===== src/rtl/piano_pkg.sv =====
// Shared constants, colours and renderer state encoding for the piano-tiles video path.
package piano_pkg;

    localparam int SCREEN_W  = 160;
    localparam int SCREEN_H  = 120;
    localparam int LANE_W    = 40;
    localparam int TILE_H    = 20;
    localparam int NUM_LANES = 4;

    localparam logic [2:0] COL_TILE = 3'b111;
    localparam logic [2:0] COL_BG   = 3'b000;
    localparam logic [2:0] COL_OVER = 3'b100;
    localparam logic [2:0] COL_HIT  = 3'b001;

    localparam int HIT_TOP = 90;
    localparam int HIT_BOT = 119;

    typedef enum logic [1:0] {
        IDLE = 2'd0,
        DRAW = 2'd1,
        DONE = 2'd2,
        HOLD = 2'd3
    } rstate_e;

endpackage


===== src/rtl/pixel_scan_counter.sv =====
// Nested lane/row/col scan counter; col is innermost. last flags the final pixel of a frame.
module pixel_scan_counter
    import piano_pkg::*;
#(
    parameter int COL_W = $clog2(LANE_W)
) (
    input  logic             clk,
    input  logic             reset_n,
    input  logic             clear_i,
    input  logic             adv_i,
    output logic [1:0]       lane_o,
    output logic [6:0]       row_o,
    output logic [COL_W-1:0] col_o,
    output logic             last_o
);

    logic [1:0]       lane_q, lane_d;
    logic [6:0]       row_q, row_d;
    logic [COL_W-1:0] col_q, col_d;

    always_comb begin
        lane_d = lane_q;
        row_d  = row_q;
        col_d  = col_q;
        if (clear_i) begin
            lane_d = '0;
            row_d  = '0;
            col_d  = '0;
        end else if (adv_i) begin
            if (col_q == COL_W'(LANE_W - 1)) begin
                col_d = '0;
                if (row_q == 7'(SCREEN_H - 1)) begin
                    row_d  = '0;
                    lane_d = lane_q + 2'd1;
                end else begin
                    row_d = row_q + 7'd1;
                end
            end else begin
                col_d = col_q + COL_W'(1);
            end
        end
    end

    always_ff @(posedge clk) begin
        if (!reset_n) begin
            lane_q <= '0;
            row_q  <= '0;
            col_q  <= '0;
        end else begin
            lane_q <= lane_d;
            row_q  <= row_d;
            col_q  <= col_d;
        end
    end

    assign lane_o = lane_q;
    assign row_o  = row_q;
    assign col_o  = col_q;
    assign last_o = (lane_q == 2'(NUM_LANES - 1)) && (row_q == 7'(SCREEN_H - 1)) &&
                    (col_q == COL_W'(LANE_W - 1));

endmodule


===== src/rtl/tile_renderer.sv =====
// Draws one frame of the four tile lanes into the VGA adapter, one pixel per cycle.
// Optional macro TILE_RENDERER_HIT_ZONE_EN paints non-tile pixels of the hit rows HIT_COLOUR.
module tile_renderer
    import piano_pkg::*;
#(
    parameter logic [2:0] TILE_COLOUR = COL_TILE,
    parameter logic [2:0] BG_COLOUR   = COL_BG,
    parameter logic [2:0] OVER_COLOUR = COL_OVER,
    parameter logic [2:0] HIT_COLOUR  = COL_HIT,
    parameter int         HOLD_CYCLES = 2
) (
    input  logic       clk,
    input  logic       reset_n,
    input  logic       enable,
    input  logic       gamedone,
    input  logic [7:0] x1,
    input  logic [7:0] x2,
    input  logic [7:0] x3,
    input  logic [7:0] x4,
    input  logic [6:0] y1,
    input  logic [6:0] y2,
    input  logic [6:0] y3,
    input  logic [6:0] y4,
    output logic [7:0] x_out,
    output logic [6:0] y_out,
    output logic [2:0] colour,
    output logic       plot,
    output logic       done,
    output logic       busy
);

    localparam int COL_W = $clog2(LANE_W);
    localparam int HW    = (HOLD_CYCLES > 1) ? $clog2(HOLD_CYCLES) : 1;

    rstate_e         state_q, state_d;
    logic [HW-1:0]   hold_q, hold_d;
    logic [3:0][7:0] xl_q;
    logic [3:0][6:0] yl_q;
    logic            over_q;

    logic             scan_clr, scan_adv, scan_last;
    logic [1:0]       lane;
    logic [6:0]       row;
    logic [COL_W-1:0] col;

    pixel_scan_counter #(.COL_W(COL_W)) u_scan (
        .clk     (clk),
        .reset_n (reset_n),
        .clear_i (scan_clr),
        .adv_i   (scan_adv),
        .lane_o  (lane),
        .row_o   (row),
        .col_o   (col),
        .last_o  (scan_last)
    );

    // Frame parameters are frozen at the start edge so the game datapath may update mid-frame.
    always_ff @(posedge clk) begin
        if (!reset_n) begin
            xl_q   <= '0;
            yl_q   <= '0;
            over_q <= 1'b0;
        end else if (state_q == IDLE && enable) begin
            xl_q   <= {x4, x3, x2, x1};
            yl_q   <= {y4, y3, y2, y1};
            over_q <= gamedone;
        end
    end

    always_ff @(posedge clk) begin
        if (!reset_n) begin
            state_q <= IDLE;
            hold_q  <= '0;
        end else begin
            state_q <= state_d;
            hold_q  <= hold_d;
        end
    end

    always_comb begin
        state_d  = state_q;
        hold_d   = hold_q;
        scan_clr = 1'b0;
        scan_adv = 1'b0;
        unique case (state_q)
            IDLE: begin
                if (enable) begin
                    scan_clr = 1'b1;
                    state_d  = DRAW;
                end
            end
            DRAW: begin
                scan_adv = 1'b1;
                if (scan_last) state_d = DONE;
            end
            DONE: begin
                hold_d  = '0;
                state_d = HOLD;
            end
            HOLD: begin
                if (hold_q == HW'(HOLD_CYCLES - 1)) state_d = IDLE;
                else                                hold_d  = hold_q + HW'(1);
            end
            default: state_d = IDLE;
        endcase
    end

    // Tile span is compared at 8 bits so a tile near the bottom cannot wrap back to the top.
    logic [7:0] row8, top8;
    logic       in_tile;
    logic [2:0] pix_col;

    always_comb begin
        row8    = {1'b0, row};
        top8    = {1'b0, yl_q[lane]};
        in_tile = (row8 >= top8) && (row8 < top8 + 8'(TILE_H));
        if (over_q)       pix_col = OVER_COLOUR;
        else if (in_tile) pix_col = TILE_COLOUR;
`ifdef TILE_RENDERER_HIT_ZONE_EN
        else if (row >= 7'(HIT_TOP) && row <= 7'(HIT_BOT)) pix_col = HIT_COLOUR;
`endif
        else              pix_col = BG_COLOUR;
    end

    always_comb begin
        x_out  = '0;
        y_out  = '0;
        colour = '0;
        plot   = 1'b0;
        done   = 1'b0;
        busy   = 1'b0;
        if (state_q == DRAW) begin
            plot   = 1'b1;
            busy   = 1'b1;
            x_out  = xl_q[lane] + 8'(col);
            y_out  = row;
            colour = pix_col;
        end
        if (state_q == DONE) done = 1'b1;
    end

endmodule


===== config.mk =====
export PLATFORM = sky130hd
export DESIGN_NAME = tile_renderer
export DESIGN_NICKNAME = d
export VERILOG_FILES = /design/src/rtl/piano_pkg.sv /design/src/rtl/pixel_scan_counter.sv /design/src/rtl/tile_renderer.sv
export SDC_FILE = /design/constraint.sdc
export NUM_CORES = 1
export LEC_CHECK = 0
export ABC_AREA = 1
export CAP_MARGIN = 20
export CORE_AREA = 2 2 90 92
export DETAILED_ROUTE_END_ITERATION = 16
export DIE_AREA = 0 0 92 94
export PLACE_DENSITY = 0.87
export SLEW_MARGIN = 20
export SYNTH_ARGS = -nofsm -noshare
export SYNTH_HDL_FRONTEND = slang
export SYNTH_SLANG_ARGS = --single-unit

===== constraint.sdc =====
create_clock -name clk -period 6.34 [get_ports clk]
set_input_delay 1.585 -clock clk [delete_from_list [all_inputs] [get_ports clk]]
set_output_delay 1.585 -clock clk [all_outputs]
set_load 0.005 [all_outputs]

== Word-level counts from Yosys, hierarchy flattened ==
Cells that the tools add are included.
Cells by class
  reduce and logical (&&, ||, !) cells: 10
  add/subtract/negate cells: 6
  mux-type cells: 21
  equal/unequal tests: 9
  $lt $le $gt $ge: 3
  bitwise logic cells: 1
Operators by type and width (number)
  $mux W7: 3
  $bmux W8 S2: 1
  $mux W8: 2
  $bmux W7 S2: 1
  $mux W3: 3
  $add A7 B5 Y8 const B: 1
  $add A8 B6 Y8: 1
  $lt A7 B8 Y1: 1
  $pmux W2 S4: 1
  $add A7 B1 Y7 const B: 1
  $eq A7 B7 Y1 const B: 1
  $ge A7 B7 Y1: 1
  $add A6 B1 Y6 const B: 1
  $eq A2 B2 Y1 const B: 3
  $eq A6 B6 Y1 const B: 1
  $mux W2: 3
  $mux W6: 1
  $ne A2 B2 Y1 const B: 3
  $reduce_and A3 Y1: 2
  $mux W1: 5
  $logic_and A1 B1 Y1: 4
  $lt A2 B3 Y1 const B: 1
  $add A2 B1 Y2 const B: 1
  $eq A2 B1 Y1 const B: 1
  7 further kinds: 7
Word-level totals
  output and inout bits: 21
  bits in registers: 79

== Longest topological paths before layout ==
Gate-level depths: netlist of the first run.
  word-level depth: 8
  mapped depth: 21
  gate-level depth less buffers: 18

== By module ==
Synthesis of the first run repeated with hierarchy kept, for this count alone.
Unflattened totals
  cells, all modules: 616
  area, all modules: 4276.6 um^2
Modules (own cells, without submodules)
  tile_renderer: times used 1, area each 3478.3 um^2, cells each 507
  pixel_scan_counter: times used 1, area each 798.3 um^2, cells each 109

== Worst setup path before layout of the first run ==
OpenSTA, ideal clock, no wires.
  path type: register to output
  start: register u_scan.lane_q[0], in the netlist u_scan.lane_o[0]
  end: output x_out[6]
  arrival time: 2.329 ns
  path slack: 2.426 ns
  stages on the path, launching flop included: 18
  path buffers: 4
  cells stage by stage: dfxtp_1 -> buf_6 -> inv_6 -> buf_6 -> buf_6 -> buf_4 -> nor2_1 -> o22ai_1 -> ha_1 -> fa_1 -> nand3_1 -> nand2_1 -> nand2_1 -> inv_1 -> o21ai_0 -> nand2_1 -> o21ai_0 -> nor2_1
Between the ends
  longest elaborated chain between the ends: 4
RTL lines
  from (decl): line pixel_scan_counter.sv:17  | logic [1:0] lane_q, lane_d;
  from (signal assigned): line pixel_scan_counter.sv:50  | lane_q <= lane_d;
  $bmux W8 S2: line tile_renderer.sv:135  | x_out = xl_q[lane] + 8'(col);
  $mux W8 (not written as such): line tile_renderer.sv:135
  $add A8 B6 Y8: line tile_renderer.sv:135
  $mux W8: line tile_renderer.sv:132  | if (state_q == DRAW) begin
  to (decl): line tile_renderer.sv:24  | output logic [7:0] x_out,
No other way between the ends. The select of a mux whose other input is x is not followed.

== Final worst setup path of the first run ==
  start: register u_scan.lane_q[0], in the netlist u_scan.lane_o[0]
  end: output colour[0]
Between the ends
  longest elaborated chain between the ends: 8
RTL lines
  $bmux W7 S2 *: line tile_renderer.sv:115  | top8 = {1'b0, yl_q[lane]};
  $mux W7 (not written as such) *: line tile_renderer.sv:115
  $add A7 B5 Y8: line tile_renderer.sv:116  | in_tile = (row8 >= top8) && (row8 < top8 + 8'(TILE_H));
  $lt A7 B8 Y1: line tile_renderer.sv:116
  $logic_and A1 B1 Y1 *: line tile_renderer.sv:116
  $mux W3 *: line tile_renderer.sv:118  | else if (in_tile) pix_col = TILE_COLOUR;
  $mux W3 *: line tile_renderer.sv:117  | if (over_q) pix_col = OVER_COLOUR;
  $mux W3 *: line tile_renderer.sv:132
  to (decl): line tile_renderer.sv:26  | output logic [2:0] colour,
Every way passes the cells marked *; elsewhere a longest branch is shown, timed or not. The select of a mux whose other input is x is not followed.

==> results.rst, run 1 <==
.. list-table::
   :header-rows: 1

   * - Metric
     - Value
   * - Share of async-settable or async-resettable flops after synthesis
     - 0%
   * - DR DRC count
     - 0
   * - Number of synthesized register bits
     - 79
   * - Synthesized net count
     - 692
   * - Final setup violation count
     - 0
   * - Global-route layer with the greatest usage
     - met2
   * - TritonCTS clock tree
     - done
   * - Clock edge transition at the registers on the reported setup and hold paths
     - 0.08 ns
   * - Classification of the worst-slack hold path
     - flip-flop to flip-flop
   * - Number of distinct standard cells referenced by the synthesized netlist
     - 35
   * - Worst VDD drop
     - approximately 0.18 mV
   * - Std-Cell Core Area
     - 7610 sq um
   * - Worst setup path category
     - flip-flop to primary output
   * - Detailed-route wire length per cell
     - about 13 um
   * - Reg2Reg Setup Slack
     - approximately 4.2 ns
   * - Library cell occupying the most area in the post-synthesis netlist
     - dfxtp_1
   * - Maximum number of pins on one net before global-route repair
     - between 70 and 80
   * - Critical path arrival
     - 3.59 ns
   * - Number of I/O pins
     - 85
   * - Die H
     - 94 um
   * - Cell family contributing the most delay on the critical path
     - buffers and inverters
   * - Final hold violation count
     - 0
   * - Slew at the pin closest to its max-slew limit
     - 0.981 ns
   * - Crit path max fanout
     - 35
   * - Wire length of the first global-routing pass
     - approximately 17000 um
   * - Sequential-to-total area share from yosys stat
     - 37.6%
   * - Synthesis-to-layout area growth
     - 25.6%
   * - # Max-Cap Violations
     - 0
   * - Number of slew-limit violations in the final report
     - 0
   * - Ys flop type
     - dfxtp_1
   * - Number of input and output port buffers inserted
     - 84
   * - Origin of the critical flop-to-flop path
     - state_q[1]
   * - Met3 capacity usage during global routing
     - 3.29%
   * - Origin of the worst setup path
     - u_scan.lane_o[0]
   * - Half-perimeter wire length after detailed placement
     - 7320 um
   * - Reg2Reg Capture Point
     - u_scan.row_o[5]
   * - CP max-delay cell
     - dfxtp_1
   * - Maximum count of clock buffers along a single path
     - 2
   * - Synth Cell Area
     - 4210 sq um
   * - Number of antenna violations at the first check in global routing
     - 0
   * - Leakage Power
     - 2.31 nW
   * - Total via count in the routed design
     - 4182
   * - Number of flops mapped to enable cells by yosys
     - 0
   * - Routability congestion estimate from global placement
     - 0.894
   * - Capture point of the worst path
     - colour[0]
   * - Number of cells traversed by the worst register-to-register path
     - 7
   * - Starting density of the core
     - 55.3%
   * - Cell mode on critical path
     - nand2_1
   * - Number of clock buffers inserted by TritonCTS
     - 9
   * - Tot GR Track Use
     - 24.5%
   * - Width of the die
     - about 92 um
   * - Required time of the critical path
     - about 4.8 ns
   * - Number of antenna cells inserted
     - 0
   * - Slew margin rel.
     - 34.6%
   * - CTS sink cnt
     - 79
   * - Post-CTS Hold Buffers
     - 0
   * - Power density relative to cell area
     - 326 nW/um^2
   * - Via count normalized by instance count
     - 5.40
   * - Overflow left after global routing
     - 0
   * - Cell-by-cell listing of the critical path
     - buf_4, inv_6, nand2_1, nand3_1, nand2_1, ha_1, inv_1, ha_1, a21oi_1, nand2_1, nand2_1, nand2_1, nand2_1, nand2_1, nand2_1, nand3_2, nor2_2, clkdlybuf4s50_1
   * - Die ar.
     - just under 9000 sq um
   * - Global Route met1 Usage
     - between 30 and 40%
   * - Highest clock frequency the design can meet
     - 193 MHz
   * - Capturing element type of the critical path
     - primary output
   * - Routed Wire Length
     - 10400 um
   * - Pre-Repair DR Iteration Count
     - 7
   * - Result of the run
     - finished, final reports clean
   * - Fraction of layout instances using a drive strength above 1
     - 6.40%
   * - Finished Core Util
     - a little over two thirds
   * - Syn_area_per_cell
     - 7.02 sq um
   * - Met2 Use GR
     - 41.8%
   * - Number of core rows
     - 32
   * - Count of cells resized by post-cts repair
     - 0
   * - Cell types with the highest counts after synthesis
     - nor2_1 (132), o21ai_0 (86), dfxtp_1 (79)
   * - Unrepaired setup endpoints after global routing
     - false
   * - Critical Path Source Type
     - flip-flop
   * - Part of the cycle the worst path needs
     - 81.7%
   * - Vias in the first global route
     - 3811
   * - Instance count of the mapped netlist
     - 600
   * - Synth warnings
     - 0
   * - Final critical-path required period
     - 5.18 ns
   * - H-tree lvl count
     - 3
   * - Setup repair bufs after CTS
     - 0
   * - Clock insertion delay at the later pin of the skew report
     - 0.36 ns
   * - Instance count on the critical path
     - 18
   * - Synth top area share
     - approximately 38%
   * - DRC violation total after the first TritonRoute iteration
     - 314
   * - Worst setup skew after layout
     - roughly 0.0055 ns
   * - Layout Nets
     - 760
   * - Setup TNS
     - 0 ns
   * - Dominant cell by count in the synthesized netlist
     - nor2_1
   * - Root cell of the clock tree
     - clkbuf_8
   * - Max stage delay on crit path
     - 0.65 ns
   * - Count of buffering cells on the critical path with inverters included
     - 4
   * - Number of nets still failing antenna checks after routing
     - 0
   * - Leading cell types by total area after synthesis
     - dfxtp_1 (38%), nor2_1 (12%), o21ai_0 (10%)
-- registers in the layout, indices dropped and copies added, names as in the netlist --
name	cells
over_q	1
state_q	2
u_scan.row_o	7
hold_q	1
yl_q	28
u_scan.col_o	6
u_scan.lane_o	2
xl_q	32
-- per-layer routing --
metal	vias to the layer above	wire length [um]
li1	2090	-
met1	1893	4490
met2	173	4980
met3	26	644
met4	0	279
met5	-	0
-- worst reg2reg max path: stages (launching register included) --
cell,delay [ns]
dfxtp_1,0.35
inv_1,0.10
ha_1,0.81
nand2_1,0.16
nor3_1,0.25
nand4_1,0.15
xor2_1,0.16
nor2_1,0.09
-- where the power goes --
group | leakage (nW) | internal [W] | switching [W]
combinational | 1.56 | 0.000257 | 0.000372
clock | 0.102 | 0.000222 | 0.000194
sequential | 0.651 | 0.000612 | 0.0000659
total | 2.31 | 0.00109 | 0.000631
-- worst min-delay path by stage --
stage	startpoint	end	slack [ns]	cells past startpoint
floorplan	yl_q[19]	yl_q[19]	0.43	2
global placement	hold_q	hold_q	0.45	2
detailed placement	hold_q	hold_q	0.46	2
CTS	hold_q	hold_q	0.47	2
global route	yl_q[20]	yl_q[20]	0.50	2
finish	hold_q	hold_q	0.47	2
-- metrics by stage --
step / cell area, sq um / worst slack [ns] / power, W / std cells / hold WS [ns]
after floorplan: 4210 / 2.43 / 0.00109 / 600 / 0.429
after global placement: 5040 / 1.77 / 0.00125 / 758 / 0.453
after detailed placement: 5040 / 1.65 / 0.00128 / 758 / 0.458
after CTS: 5260 / 1.22 / 0.00170 / 773 / 0.469
after global routing: 5290 / 0.873 / 0.00184 / 774 / 0.498
final: 5290 / 1.16 / 0.00172 / 774 / 0.468
-- cell type report --
cell class / instances / area [sq um]
multi-input cells: 430 / 2240
flip-flops and latches: 79 / 1580
clock inverters: 6 / 92.6
fillers: 586 / 2320
clock buffers: 9 / 124
repair buffers: 88 / 891
well taps: 102 / 128
inverters: 60 / 230
-- kinds of logic (layout without fill, tap and decap cells) --
logic type	count (synthesis)	count (layout)	synth area share, %
buffers and inverters	91	163	9.27
adders and majority gates	28	28	8.50
AOI/OAI and AO/OA	142	142	17.9
xor gates and xnor gates	8	8	1.66
and+or+nand+nor	252	252	25.1
DFF	79	79	37.6
-- layout by cell type (no fill, tap or decap), types with 5 or more instances in the layout --
cell	n
nand3_1	20
nand2_2	5
xor2_1	7
inv_1	53
a21oi_1	36
dfxtp_1	79
clkbuf_8	9
inv_2	6
o21ai_0	86
o22ai_1	9
nand4_1	5
clkdlybuf4s50_1	84
ha_1	27
nor2_1	132
nand2_1	76
(Power assumes the default switching activity.)
==> run 2: changes to the inputs <==
--- a/config.mk
+++ b/config.mk
@@ -7,10 +7,10 @@
 export LEC_CHECK = 0
 export ABC_AREA = 1
 export CAP_MARGIN = 20
-export CORE_AREA = 2 2 90 92
+export CORE_AREA = 2 2 98 100
 export DETAILED_ROUTE_END_ITERATION = 16
-export DIE_AREA = 0 0 92 94
-export PLACE_DENSITY = 0.87
+export DIE_AREA = 0 0 100 102
+export PLACE_DENSITY = 0.78
 export SLEW_MARGIN = 20
 export SYNTH_ARGS = -nofsm -noshare
 export SYNTH_HDL_FRONTEND = slang
==> constraint.sdc (replaced) <==
create_clock -name clk -period 4.3 [get_ports clk]
set_input_delay 1.075 -clock clk [delete_from_list [all_inputs] [get_ports clk]]
set_output_delay 1.075 -clock clk [all_outputs]
set_load 0.005 [all_outputs]
==> run 2 against run 1 <==
Routed wire length fell by 0.36%; total power rose by 43%; design area rose by 0.31%; register-to-register slack got worse by 1.7 ns; hold slack got worse by 0.011 ns; critical path depth fell by 1; utilization fell by 11 points; die area rose by 18%; clock skew rose by 0.0042 ns.
==> results.rst, run 2 (synthesis gave the netlist of run 1 again) <==
.. list-table::
   :header-rows: 1

   * - Metric
     - Value
   * - Clock edge transition at the registers on the reported setup and hold paths
     - 0.09 ns
   * - Die H
     - 102 um
   * - Worst VDD drop
     - 0.235 mV
   * - Routability congestion estimate from global placement
     - roughly 0.86
   * - Final critical-path required period
     - 4.10 ns
   * - Capture point of the worst path
     - colour[1]
   * - Clock insertion delay at the later pin of the skew report
     - 0.35 ns
   * - Commonest non-fill, non-tap cell in the layout
     - nor2_1
   * - Number of slew-limit violations in the final report
     - 0
   * - Required time of the critical path
     - 3.22 ns
   * - # Max-Cap Violations
     - 0
   * - Maximum count of clock buffers along a single path
     - 2
   * - DRC violation total after the first TritonRoute iteration
     - 243
   * - Number of core rows
     - 35
   * - Most used cells in the layout excluding fill and tap cells
     - nor2_1 (132), clkdlybuf4s50_1 (84), o21ai_0 (83), dfxtp_1 (78), nand2_1 (76)
   * - Number of I/O pins
     - 85
   * - Area occupied by registers
     - roughly 1600 sq um
   * - Vias in the first global route
     - around 3.8k
   * - Part of the cycle the worst path needs
     - 95.2%
   * - Reg2Reg Capture Point
     - u_scan.lane_o[0]
   * - Count of buffering cells on the critical path with inverters included
     - 3
   * - Fill cell instance count of the final layout
     - 850
   * - Leakage Power
     - 2.32 nW
   * - Max stage delay on crit path
     - roughly 0.52 ns
   * - Number of nets still failing antenna checks after routing
     - 0
   * - Critical Path Source Type
     - flip-flop
   * - Hold Slack
     - 0.457 ns
   * - Slew margin rel.
     - 63.4%
   * - Placed instance area
     - approximately 5100 sq um
   * - Multi-input gate area
     - 2240 sq um
   * - Worst setup skew after layout
     - slightly below 0.01 ns
   * - Origin of the critical flop-to-flop path
     - state_q[0]
   * - Slew at the pin closest to its max-slew limit
     - 0.549 ns
   * - Instance count on the critical path
     - 17
   * - Largest reg by FF count
     - xl_q
   * - Number of input and output port buffers inserted
     - 84
   * - Cell mode on critical path
     - nand2_1
   * - Final setup violation count
     - 0
   * - Fraction of layout instances using a drive strength above 1
     - ~7.2%
   * - Maximum number of pins on one net before global-route repair
     - 74
   * - Synthesis-to-layout area growth
     - 26.0%
   * - Capturing element type of the critical path
     - primary output
   * - Die ar.
     - 10200 sq um
   * - Post-layout power
     - 0.00247 W
   * - CP max-delay cell
     - clkdlybuf4s50_1
   * - Width of the die
     - 100 um
   * - Fin area
     - 5300 sq um
   * - Classification of the worst-slack hold path
     - flip-flop to flip-flop
   * - Reg2Reg Setup Slack
     - 2.50 ns
   * - Total via count in the routed design
     - 4104
   * - CTS sink cnt
     - 79
   * - Tot GR Track Use
     - between 20 and 25%
   * - Origin of the worst setup path
     - u_scan.lane_o[0]
   * - Via count normalized by instance count
     - 5.21
   * - Flip-flop count of the largest register after layout
     - 32
   * - Number of clock buffers inserted by TritonCTS
     - 9
   * - Power density relative to cell area
     - ~470 nW/um^2
   * - Crit path max fanout
     - 12
   * - Overflow left after global routing
     - 0
   * - TritonCTS clock tree
     - done
   * - Setup repair bufs after CTS
     - 0
   * - Pre-Repair DR Iteration Count
     - 5
   * - Number of cells traversed by the worst register-to-register path
     - 8
   * - H-tree lvl count
     - 3
   * - Wire length of the first global-routing pass
     - between 15000 and 20000 um
   * - Setup TNS
     - 0 ns
   * - Final hold violation count
     - 0
   * - Cell-by-cell listing of the critical path
     - buf_6, nand2_1, nand3_1, nand2_1, ha_1, inv_1, ha_1, a21oi_1, nand2_1, nand2_1, nand2_1, nand2_1, nand2_1, nand2_1, nand3_2, nor2_2, clkdlybuf4s50_1
   * - Number of antenna violations at the first check in global routing
     - 0
   * - Result of the run
     - finished, final reports clean
   * - Detailed-route wire length per cell
     - 13.1 um
   * - Worst setup path category
     - flip-flop to primary output
   * - Routed Wire Length
     - 10400 um
   * - Highest clock frequency the design can meet
     - 244 MHz
   * - Unrepaired setup endpoints after global routing
     - false
   * - Half-perimeter wire length after detailed placement
     - 7770 um
   * - DR DRC count
     - 0
   * - Critical path arrival
     - 3.02 ns
   * - Cell family contributing the most delay on the critical path
     - simple AND/OR/NAND/NOR gates
   * - Starting density of the core
     - 46.2%
   * - Root cell of the clock tree
     - clkbuf_8
   * - Layout Nets
     - 764
   * - Number of antenna cells inserted
     - 0
   * - Std-Cell Core Area
     - 9110 sq um
[run 2: changes by cell type in the layout (fill, tap and decap cells not counted), sizes merged]
cell and delta:
buf +4, clkinv +3, bufinv -1, clkinvlp -1
[run 2: tightest hold or removal path: stages (launching register included)]
cell and delay, ns:
dfxtp_1 0.30, inv_1 0.06, a21oi_1 0.05
[run 2: cell type report]
| class | instances | share of cell area [%] |
|---|---|---|
| Multi-Input combinational cell | 430 | 42.2 |
| Clock inverter | 7 | 1.51 |
| Inverter | 60 | 4.39 |
| Sequential cell | 79 | 29.8 |
| Clock buffer | 9 | 2.34 |
| Timing Repair Buffer | 92 | 17.1 |
| Tap cell | 111 | 2.62 |
[run 2: metal layers]
layer / global-route usage [%] / part of all wire (%) / routed length, um
met1: 26.9 / 45 / 4650
met2: 35.9 / 49 / 5070
met4: 6.32 / 1.8 / 183
met5: 0 / 0 / 0
met3: 2.39 / 4.3 / 448
[run 2: how the worst min path moves through the flow]
stage	startpoint	endpoint	slack [ns]	cells past startpoint
after global placement	yl_q[16]	yl_q[16]	0.44	2
after global routing	yl_q[9]	yl_q[9]	0.48	2
after floorplan	yl_q[19]	yl_q[19]	0.43	2
after CTS	yl_q[2]	yl_q[2]	0.46	2
final	yl_q[19]	yl_q[19]	0.46	2
after detailed placement	yl_q[2]	yl_q[2]	0.45	2
[run 2: metrics by stage]
stage	util, %	setup WS [ns]	cells
floorplan	-	0.896	600
global placement	55.9	0.637	772
detailed placement	55.9	0.519	772
CTS	58.1	0.103	788
global route	58.2	0.00792	788
finish	58.2	0.205	788
[run 2: timing repair]
item                       in CTS  in global routing
gates resized for setup         0                  6
hold endpoints to repair        0                  0
setup endpoints to repair       0                  4
hold buffers                    0                  0
[run 2: power by group]
| group | switching [W] | total [W] | internal (W) |
|---|---|---|---|
| Combinational | 0.000534 | 0.000907 | 0.000373 |
| Clock | 0.000294 | 0.000569 | 0.000275 |
| Sequential | 0.0000901 | 0.000991 | 0.000901 |
| Total | 0.000918 | 0.00247 | 0.00155 |
==> run 3: changes to the inputs <==
--- a/config.mk
+++ b/config.mk
@@ -7,10 +7,10 @@
 export LEC_CHECK = 0
 export ABC_AREA = 1
 export CAP_MARGIN = 20
-export CORE_AREA = 2 2 98 100
+export CORE_AREA = 2 2 93 95
 export DETAILED_ROUTE_END_ITERATION = 16
-export DIE_AREA = 0 0 100 102
-export PLACE_DENSITY = 0.78
+export DIE_AREA = 0 0 95 97
+export PLACE_DENSITY = 0.82
 export SLEW_MARGIN = 20
 export SYNTH_ARGS = -nofsm -noshare
 export SYNTH_HDL_FRONTEND = slang
==> constraint.sdc (replaced) <==
create_clock -name clk -period 4.55 [get_ports clk]
set_input_delay 1.1375 -clock clk [delete_from_list [all_inputs] [get_ports clk]]
set_output_delay 1.1375 -clock clk [all_outputs]
set_load 0.005 [all_outputs]
==> run 3 against run 2 <==
Cell count is 1.0% lower; clock power is 15% lower; routed wire length is 2.9% lower; register-to-register slack better by 0.17 ns; largest cell class unchanged.
==> results.rst, run 3 (synthesis gave the netlist of run 1 again) <==
.. list-table::
   :header-rows: 1

   * - Metric
     - Value
   * - Number of I/O pins
     - 85
   * - Number of antenna cells inserted
     - 0
   * - Worst VDD drop
     - 0.203 mV
   * - Root cell of the clock tree
     - clkbuf_8
   * - CTS sink cnt
     - 79
   * - Detailed-route wire length per cell
     - roughly 13 um
   * - Crit path max fanout
     - 35
   * - Dpl cells
     - 764
   * - Width of the die
     - 95 um
   * - Routed Wire Length
     - 10000 um
   * - Pre-Repair DR Iteration Count
     - 5
   * - Die H
     - 97 um
   * - Power density relative to cell area
     - 432 nW/um^2
   * - Starting density of the core
     - 51.7%
   * - Max stage delay on crit path
     - 0.46 ns
   * - Die ar.
     - 9220 sq um
   * - Flip-flop count of the largest register after layout
     - 32
   * - Commonest non-fill, non-tap cell in the layout
     - nor2_1
   * - Via count normalized by instance count
     - 5.22
   * - Worst setup path category
     - flip-flop to primary output
   * - Cell-by-cell listing of the critical path
     - inv_6, o21ai_0, o22ai_1, ha_1, fa_1, nand3_1, nand2_1, nand2_1, inv_1, o21ai_0, nand2_1, o21ai_0, nor2_1, clkdlybuf4s50_1
   * - Maximum number of pins on one net before global-route repair
     - 74
   * - Area occupied by registers
     - 1580 sq um
   * - DR DRC count
     - 0
   * - Number of clock buffers inserted by TritonCTS
     - 9
   * - Routability congestion estimate from global placement
     - 0.952
   * - Setup TNS
     - 0 ns
   * - Critical Path Source Type
     - flip-flop
   * - Maximum count of clock buffers along a single path
     - 2
   * - Clock insertion delay at the later pin of the skew report
     - between 0.3 and 0.4 ns
   * - Tot GR Track Use
     - 22.9%
   * - Setup repair bufs after CTS
     - 0
   * - Clock edge transition at the registers on the reported setup and hold paths
     - roughly 0.08 ns
   * - Leakage Power
     - 2.30 nW
   * - Post-CTS Hold Buffers
     - 0
   * - Total via count in the routed design
     - 4075
   * - Highest clock frequency the design can meet
     - ~230 MHz
   * - Number of antenna violations at the first check in global routing
     - 0
   * - Number of nets still failing antenna checks after routing
     - 0
   * - Multi-input gate area
     - 2240 sq um
   * - Fill cell instance count of the final layout
     - between 700 and 800
   * - Number of core rows
     - 33
   * - H-tree lvl count
     - 3
   * - Fraction of layout instances using a drive strength above 1
     - between 6 and 7%
   * - Final setup violation count
     - 0
   * - Part of the cycle the worst path needs
     - ~94%
   * - Largest reg by FF count
     - xl_q
   * - Finished Layout Cells
     - 780
   * - Capturing element type of the critical path
     - primary output
   * - DRC violation total after the first TritonRoute iteration
     - 288
   * - Finished Core Util
     - 64.6%
   * - # Max-Cap Violations
     - 0
   * - Synthesis-to-layout area growth
     - 24.8%
   * - Required time of the critical path
     - 3.41 ns
   * - Final critical-path required period
     - approximately 4.3 ns
   * - Half-perimeter wire length after detailed placement
     - 7570 um
   * - Overflow left after global routing
     - 0
   * - Result of the run
     - finished, final reports clean
   * - Classification of the worst-slack hold path
     - flip-flop to flip-flop
   * - Slew margin rel.
     - 64.4%
   * - Number of slew-limit violations in the final report
     - 0
   * - Wire length of the first global-routing pass
     - 16900 um
   * - Std-Cell Core Area
     - 8130 sq um
   * - Slew at the pin closest to its max-slew limit
     - 0.535 ns
   * - Critical path arrival
     - between 3 and 4 ns
   * - Final hold violation count
     - 0
   * - Hold Slack
     - 0.461 ns
   * - Most used cells in the layout excluding fill and tap cells
     - nor2_1 (132), o21ai_0 (86), clkdlybuf4s50_1 (84), dfxtp_1 (78), nand2_1 (76)
   * - Unrepaired setup endpoints after global routing
     - false
   * - Layout Nets
     - 762
   * - CP max-delay cell
     - dfxtp_2
   * - Worst setup skew after layout
     - between 0.008 and 0.009 ns
   * - TritonCTS clock tree
     - done
   * - Number of input and output port buffers inserted
     - 84
   * - Vias in the first global route
     - between 3k and 4k
[run 3: changes by cell type in the layout (fill, tap and decap cells not counted)]
cell | previous run | this run
inv_8 | 2 | 0
clkinv_2 | 1 | 2
o21ai_1 | 6 | 3
inv_6 | 1 | 2
bufinv_16 | 1 | 0
clkbuf_8 | 9 | 10
buf_4 | 7 | 6
o21ai_0 | 83 | 86
buf_6 | 1 | 0
[run 3: layout make-up]
cell class | instances | area share, %
tap | 105 | 2.50
clock inverter | 6 | 0.834
inverter | 60 | 4.38
sequential | 79 | 30.1
timing repair buffer | 90 | 16.9
clock buffer | 10 | 2.62
multi-input combinational | 430 | 42.6
[run 3: final timing paths]
check | cells after the start | endpoint | from | slack [ns]
setup / recovery | 14 | x_out[6] | u_scan.lane_o[0] | 0.26
hold / removal | 2 | yl_q[6] | yl_q[6] | 0.46
setup reg to reg | 8 | u_scan.col_o[5] | state_q[1] | 2.67
hold reg to reg | 2 | yl_q[6] | yl_q[6] | 0.46
[run 3: what timing repair did]
action	in CTS	in global routing
hold endpoints to repair	0	0
resized for setup	0	1
endpoints found under the setup margin	0	4
[run 3: per-stage QoR]
stage	worst slack, ns	total power, W	cell area (sq um)
after floorplan	1.08	0.00152	4210
after global placement	0.699	0.00175	5070
after detailed placement	0.482	0.00180	5070
after CTS	0.104	0.00227	5250
after global routing	0.0129	0.00243	5250
final	0.258	0.00227	5250
[run 3: worst max-delay path: cells and delay by family (launching register included)]
| kind | cells | cell delay (ns) |
|---|---|---|
| buffers and inverters | 3 | 0.63 |
| and+or+nand+nor | 5 | 0.37 |
| DFF | 1 | 0.46 |
| adders and majority gates | 2 | 0.65 |
| AOI/OAI and AO/OA | 4 | 0.68 |
[run 3: layer usage]
| metal | share of wire (%) | global-route usage, % | vias to the layer above |
|---|---|---|---|
| li1 | - | - | 2085 |
| met2 | 50 | 38.9 | 127 |
| met3 | 4.7 | 3.74 | 9 |
| met4 | 1.3 | 6.58 | 0 |
| met5 | 0 | 0 | - |
| met1 | 44 | 29.6 | 1854 |
[run 3: power breakdown]
| part | total, W | switching (W) | leakage (nW) | internal (W) |
|---|---|---|---|---|
| combinational | 0.000848 | 0.000502 | 1.56 | 0.000346 |
| sequential | 0.000938 | 0.0000861 | 0.652 | 0.000852 |
| clock | 0.000481 | 0.000267 | 0.0926 | 0.000215 |
| total | 0.00227 | 0.000855 | 2.30 | 0.00141 |
==> RTL change 1 (config.mk and constraints of run 1) <==
The package constant `LANE_W` goes from 40 to 20.
--- a/src/rtl/piano_pkg.sv
+++ b/src/rtl/piano_pkg.sv
@@ -5,3 +5,3 @@
     localparam int SCREEN_H  = 120;
-    localparam int LANE_W    = 40;
+    localparam int LANE_W    = 20;
     localparam int TILE_H    = 20;
Behaviour: same outputs for any inputs over 10 cycles, from zero or initial values and one cycle with reset_n low; that may be too few to reach the edited logic, so the function may still have changed.
==> RTL change 1 against run 1 <==
Global-route usage is 0.11 points lower; worst setup slack improved by 0.24 ns; die area stayed put; cell count down 1.0%; sequential cell count shrank 1; wire length decreased by 1.1%; total power fell by 2.4%; critical path depth fell by 2; design area fell by 1.5%; synthesized area down 1.6%; via count is 2.2% lower.
==> RTL change 1: results <==
export IMPL_dr_wl_met2_um=5010
export IMPL_pg_seq_w=0.000668
export IMPL_clock_skew_ns=0.00906
export IMPL_r2r_setup_slack_ns=3.95
export IMPL_reg2reg_depth=9
export IMPL_place_area_um2=4980
export IMPL_vdd_drop_max_uv=221
export IMPL_hold_end="yl_q[16]$_SDFFE_PN0P_"
export IMPL_grt_pass1_vias=3824
export IMPL_wl_met1_um=4310
export IMPL_switchingPower_w=0.000634
export IMPL_grt_max_degree=76
export IMPL_grtUsageTotal=0.244
export IMPL_min_from="yl_q[16]$_SDFFE_PN0P_"
export IMPL_fin_util=0.684
export IMPL_viasPerCell=5.34
export IMPL_reg2reg_to="u_scan.row_o[3]$_SDFFE_PP0P_"
export IMPL_synth_area_top_cells="dfxtp_1 (38%), nor2_1 (12%), o21ai_0 (10%), ha_1 (7.9%), nand2_1 (6.3%)"
export IMPL_comb_multi_input_count=422
export IMPL_startpoint="u_scan.lane_o[1]$_SDFFE_PP0P_"
export IMPL_dpl_hpwl_um=7680
export IMPL_clock_area_frac=0.0380
export IMPL_ff_latch_area_um2=1560
export IMPL_crit_path_max_fanout=19
export IMPL_synth_nets=683
export IMPL_drt_iter0_drc=243
export IMPL_powerDensity_nw_per_um2=323
export IMPL_critical_path_arrival_ns=3.36
export IMPL_met3_length_um=618
export IMPL_p_clk_frac=0.227
export IMPL_grt_use_met1=0.293
export IMPL_hold_slack_ns=0.464
export IMPL_use_met2=0.426
export IMPL_synth_xor_area_frac=0.0127
export IMPL_dp_slack_ns=1.83
export IMPL_nFlopsAndLatches=78
export IMPL_first_pass_iters=5
export IMPL_buffer_area_frac=0.171
export IMPL_synth_fa_ha_area_frac=0.0834
export IMPL_yosys_top_cells_count="nor2_1 (133), o21ai_0 (85), dfxtp_1 (78), nand2_1 (70), inv_1 (54)"
export IMPL_status="completed"
export IMPL_cellLeakagePower_nw=2.25
export IMPL_wl_per_cell_um=13.4
export IMPL_max_freq_ghz=0.202
export IMPL_multi_input_area_share=0.423
export IMPL_drive_gt1_frac=0.0663
-- RTL change 1: changes by cell type in the layout (fill, tap and decap cells not counted), moves of 2 or more --
cell,delta
nand3_1,-3
nand2_2,+3
xor2_1,-3
a21oi_1,-2
o211ai_1,+2
nand2_1,-7
-- RTL change 1: stage by stage --
stage | total power (W) | instances
detailed placement | 0.00128 | 749
CTS | 0.00166 | 765
floorplan | 0.00108 | 592
global placement | 0.00124 | 749
finish | 0.00168 | 766
global route | 0.00179 | 766
-- RTL change 1: critical path, cell delays in order, from the launching register on --
cell	delay [ns]
dfxtp_1	0.63
inv_2	0.25
nand3_1	0.14
nand2_1	0.10
ha_1	0.29
inv_1	0.04
ha_1	0.30
a21oi_1	0.17
nand2_1	0.07
nand2_1	0.05
nand2_1	0.05
nand2_1	0.05
nand2_1	0.04
nand2_1	0.06
nand3_2	0.07
nor2_2	0.15
clkdlybuf4s50_1	0.51
==> RTL change 2 (settings of run 1) <==
Made on the original files. Put a register stage on the output `y_out`. The value now appears one clock later. The other outputs are not delayed to match.
--- a/src/rtl/tile_renderer.sv
+++ b/src/rtl/tile_renderer.sv
@@ -33,2 +33,4 @@
     localparam int HW    = (HOLD_CYCLES > 1) ? $clog2(HOLD_CYCLES) : 1;
+
+    logic [6:0] y_d;
 
@@ -126,3 +128,3 @@
         x_out  = '0;
-        y_out  = '0;
+        y_d    = '0;
         colour = '0;
@@ -135,3 +137,3 @@
             x_out  = xl_q[lane] + 8'(col);
-            y_out  = row;
+            y_d    = row;
             colour = pix_col;
@@ -141,2 +143,6 @@
 
+    always_ff @(posedge clk) begin
+        y_out <= y_d;
+    end
+
 endmodule
Formal check against the unedited RTL: same outputs for any inputs over 10 cycles, from zero or initial values and one cycle with reset_n low; that may be too few to reach the edited logic, so the function may still have changed.
==> RTL change 2 against run 1 <==
Worst setup slack got worse by 0.30 ns; via count up 1.0%; wire length increased by 2.1%; synthesized cell count increased by 2.2%; utilization rose by 1.1 points; synthesized area increased by 3.3%; non-clock buffer count decreased by 2; sequential cell count rose by 7; design area is 1.5% higher; clock skew is 0.0020 ns higher; total power rose by 1.9%; critical path type unchanged; largest cell class unchanged.
==> RTL change 2: results <==
export IMPL_async_reset_ff_frac=0
export IMPL_syn_area_per_cell_um2=7.09
export IMPL_grtUsageTotal=0.259
export IMPL_viasPerCell=5.38
export IMPL_grt_pass1_wl_um=18000
export IMPL_yosys_top_cells_count="nor2_1 (136), o21ai_0 (90), dfxtp_1 (86), nand2_1 (78), inv_1 (57)"
export IMPL_crit_path_max_fanout=36
export IMPL_cts_root_buffer="clkbuf_8"
export IMPL_reg_largest_list="xl_q: 32 flops, yl_q: 28 flops"
export IMPL_crit_slowest_cell="dfxtp_1"
export IMPL_synth_area_top_cells="dfxtp_1 (40%), nor2_1 (12%), o21ai_0 (10%), ha_1 (7.8%), nand2_1 (6.7%)"
export IMPL_vdd_drop_max_uv=151
export IMPL_slew_headroom=0.344
export IMPL_hp_class="register to register"
export IMPL_cts_resized=0
export IMPL_yosysSeqAreaShare=0.396
export IMPL_place_area_um2=5180
export IMPL_antenna_found_initial=0
export IMPL_diodes=0
export IMPL_ys_types=37
export IMPL_final_nets=770
export IMPL_synth_flop_cell="dfxtp_1"
export IMPL_htree_levels=3
export IMPL_crit_path_max_incr_delay_ns=0.95
export IMPL_use_met2=0.435
export IMPL_io_buffers=84
export IMPL_numCtsBuffers=9
export IMPL_path_delay_family="flip-flops"
export IMPL_synth_xor_area_frac=0.0121
export IMPL_grt_pass1_vias=4087
export IMPL_synth_nets=705
export IMPL_cellLeakagePower_nw=2.36
export IMPL_first_pass_iters=5
export IMPL_dpl_hpwl_um=7580
export IMPL_clkSlewWorstSetupHoldPaths_ns=0.09
export IMPL_ys_warn_count=0
export IMPL_drive_gt1_frac=0.0571
export IMPL_clock_skew_ns=0.00746
export IMPL_critical_path_arrival_ns=3.89
export IMPL_setup_viol=0
export IMPL_gp_congestion=0.855
export IMPL_synth_fa_ha_area_frac=0.0823
export IMPL_drt_iter0_drc=227
export IMPL_synth_compound_area_frac=0.179
export IMPL_dp_slack_ns=1.32
export IMPL_cts_buffer_depth=2
export IMPL_synth_area_mux_share=0
export IMPL_clkLatencyLatePin_ns=0.36
export IMPL_cts_setup_buffers=0
export IMPL_instances_no_fill=785
export IMPL_grt_max_degree=75
export IMPL_grt_use_met1=0.322
export IMPL_use_met3=0.0530
export IMPL_routed_wl_um=10600
export IMPL_status="completed"
export IMPL_finalCritPeriodShare=0.864
==> RTL change 2: changes by cell type in the layout (fill, tap and decap cells not counted), sizes merged, moves of 2 or more <==
cell / run 1 / this run
inv: 62 / 64
o21ai: 89 / 93
buf: 4 / 2
xor2: 7 / 4
nor2: 134 / 139
bufinv: 2 / 0
nand2: 81 / 83
dfxtp: 79 / 86
nand4: 5 / 3
==> RTL change 2: worst paths after layout <==
path	from	end	slack, ns	depth (start not counted)
setup / recovery	u_scan.lane_o[0]$_SDFFE_PP0P_	x_out[6]	0.86	13
hold / removal	yl_q[17]$_SDFFE_PN0P_	yl_q[17]$_SDFFE_PN0P_	0.46	2
setup reg to reg	state_q[0]$_SDFFE_PN0P_	yl_q[25]$_SDFFE_PN0P_	3.93	7
hold reg to reg	yl_q[17]$_SDFFE_PN0P_	yl_q[17]$_SDFFE_PN0P_	0.46	2
==> RTL change 2: cell families (layout without fill, tap and decap cells) <==
family                     count (synthesis)  count (layout)
and+or+nand+nor                          254             254
buffers and inverters                     93             163
xor gates and xnor gates                   6               6
DFF                                       86              86
AOI/OAI and AO/OA                        146             146
adders and majority gates                 28              28
==> RTL change 2: power breakdown <==
group          internal [W]  switching [W]  leakage (nW)
registers          0.000668      0.0000726         0.707
logic              0.000256       0.000383          1.56
clock network      0.000159       0.000215        0.0914
total               0.00108       0.000671          2.36
==> RTL change 2: cell type report <==
type                    instances  area [um^2]
clock buffers                  10          138
clock inverters                 6         52.6
fillers                       611         2240
inverters                      61          231
multi-input cells             434         2240
flip-flops and latches         86         1720
well taps                     102          128
repair buffers                 86          856
==> RTL change 2: metal layers <==
layer / wire, um / vias to the layer above
met2: 5240 / 150
met4: 214 / 0
met5: 0 / -
li1: - / 2115
met1: 4530 / 1938
met3: 613 / 21
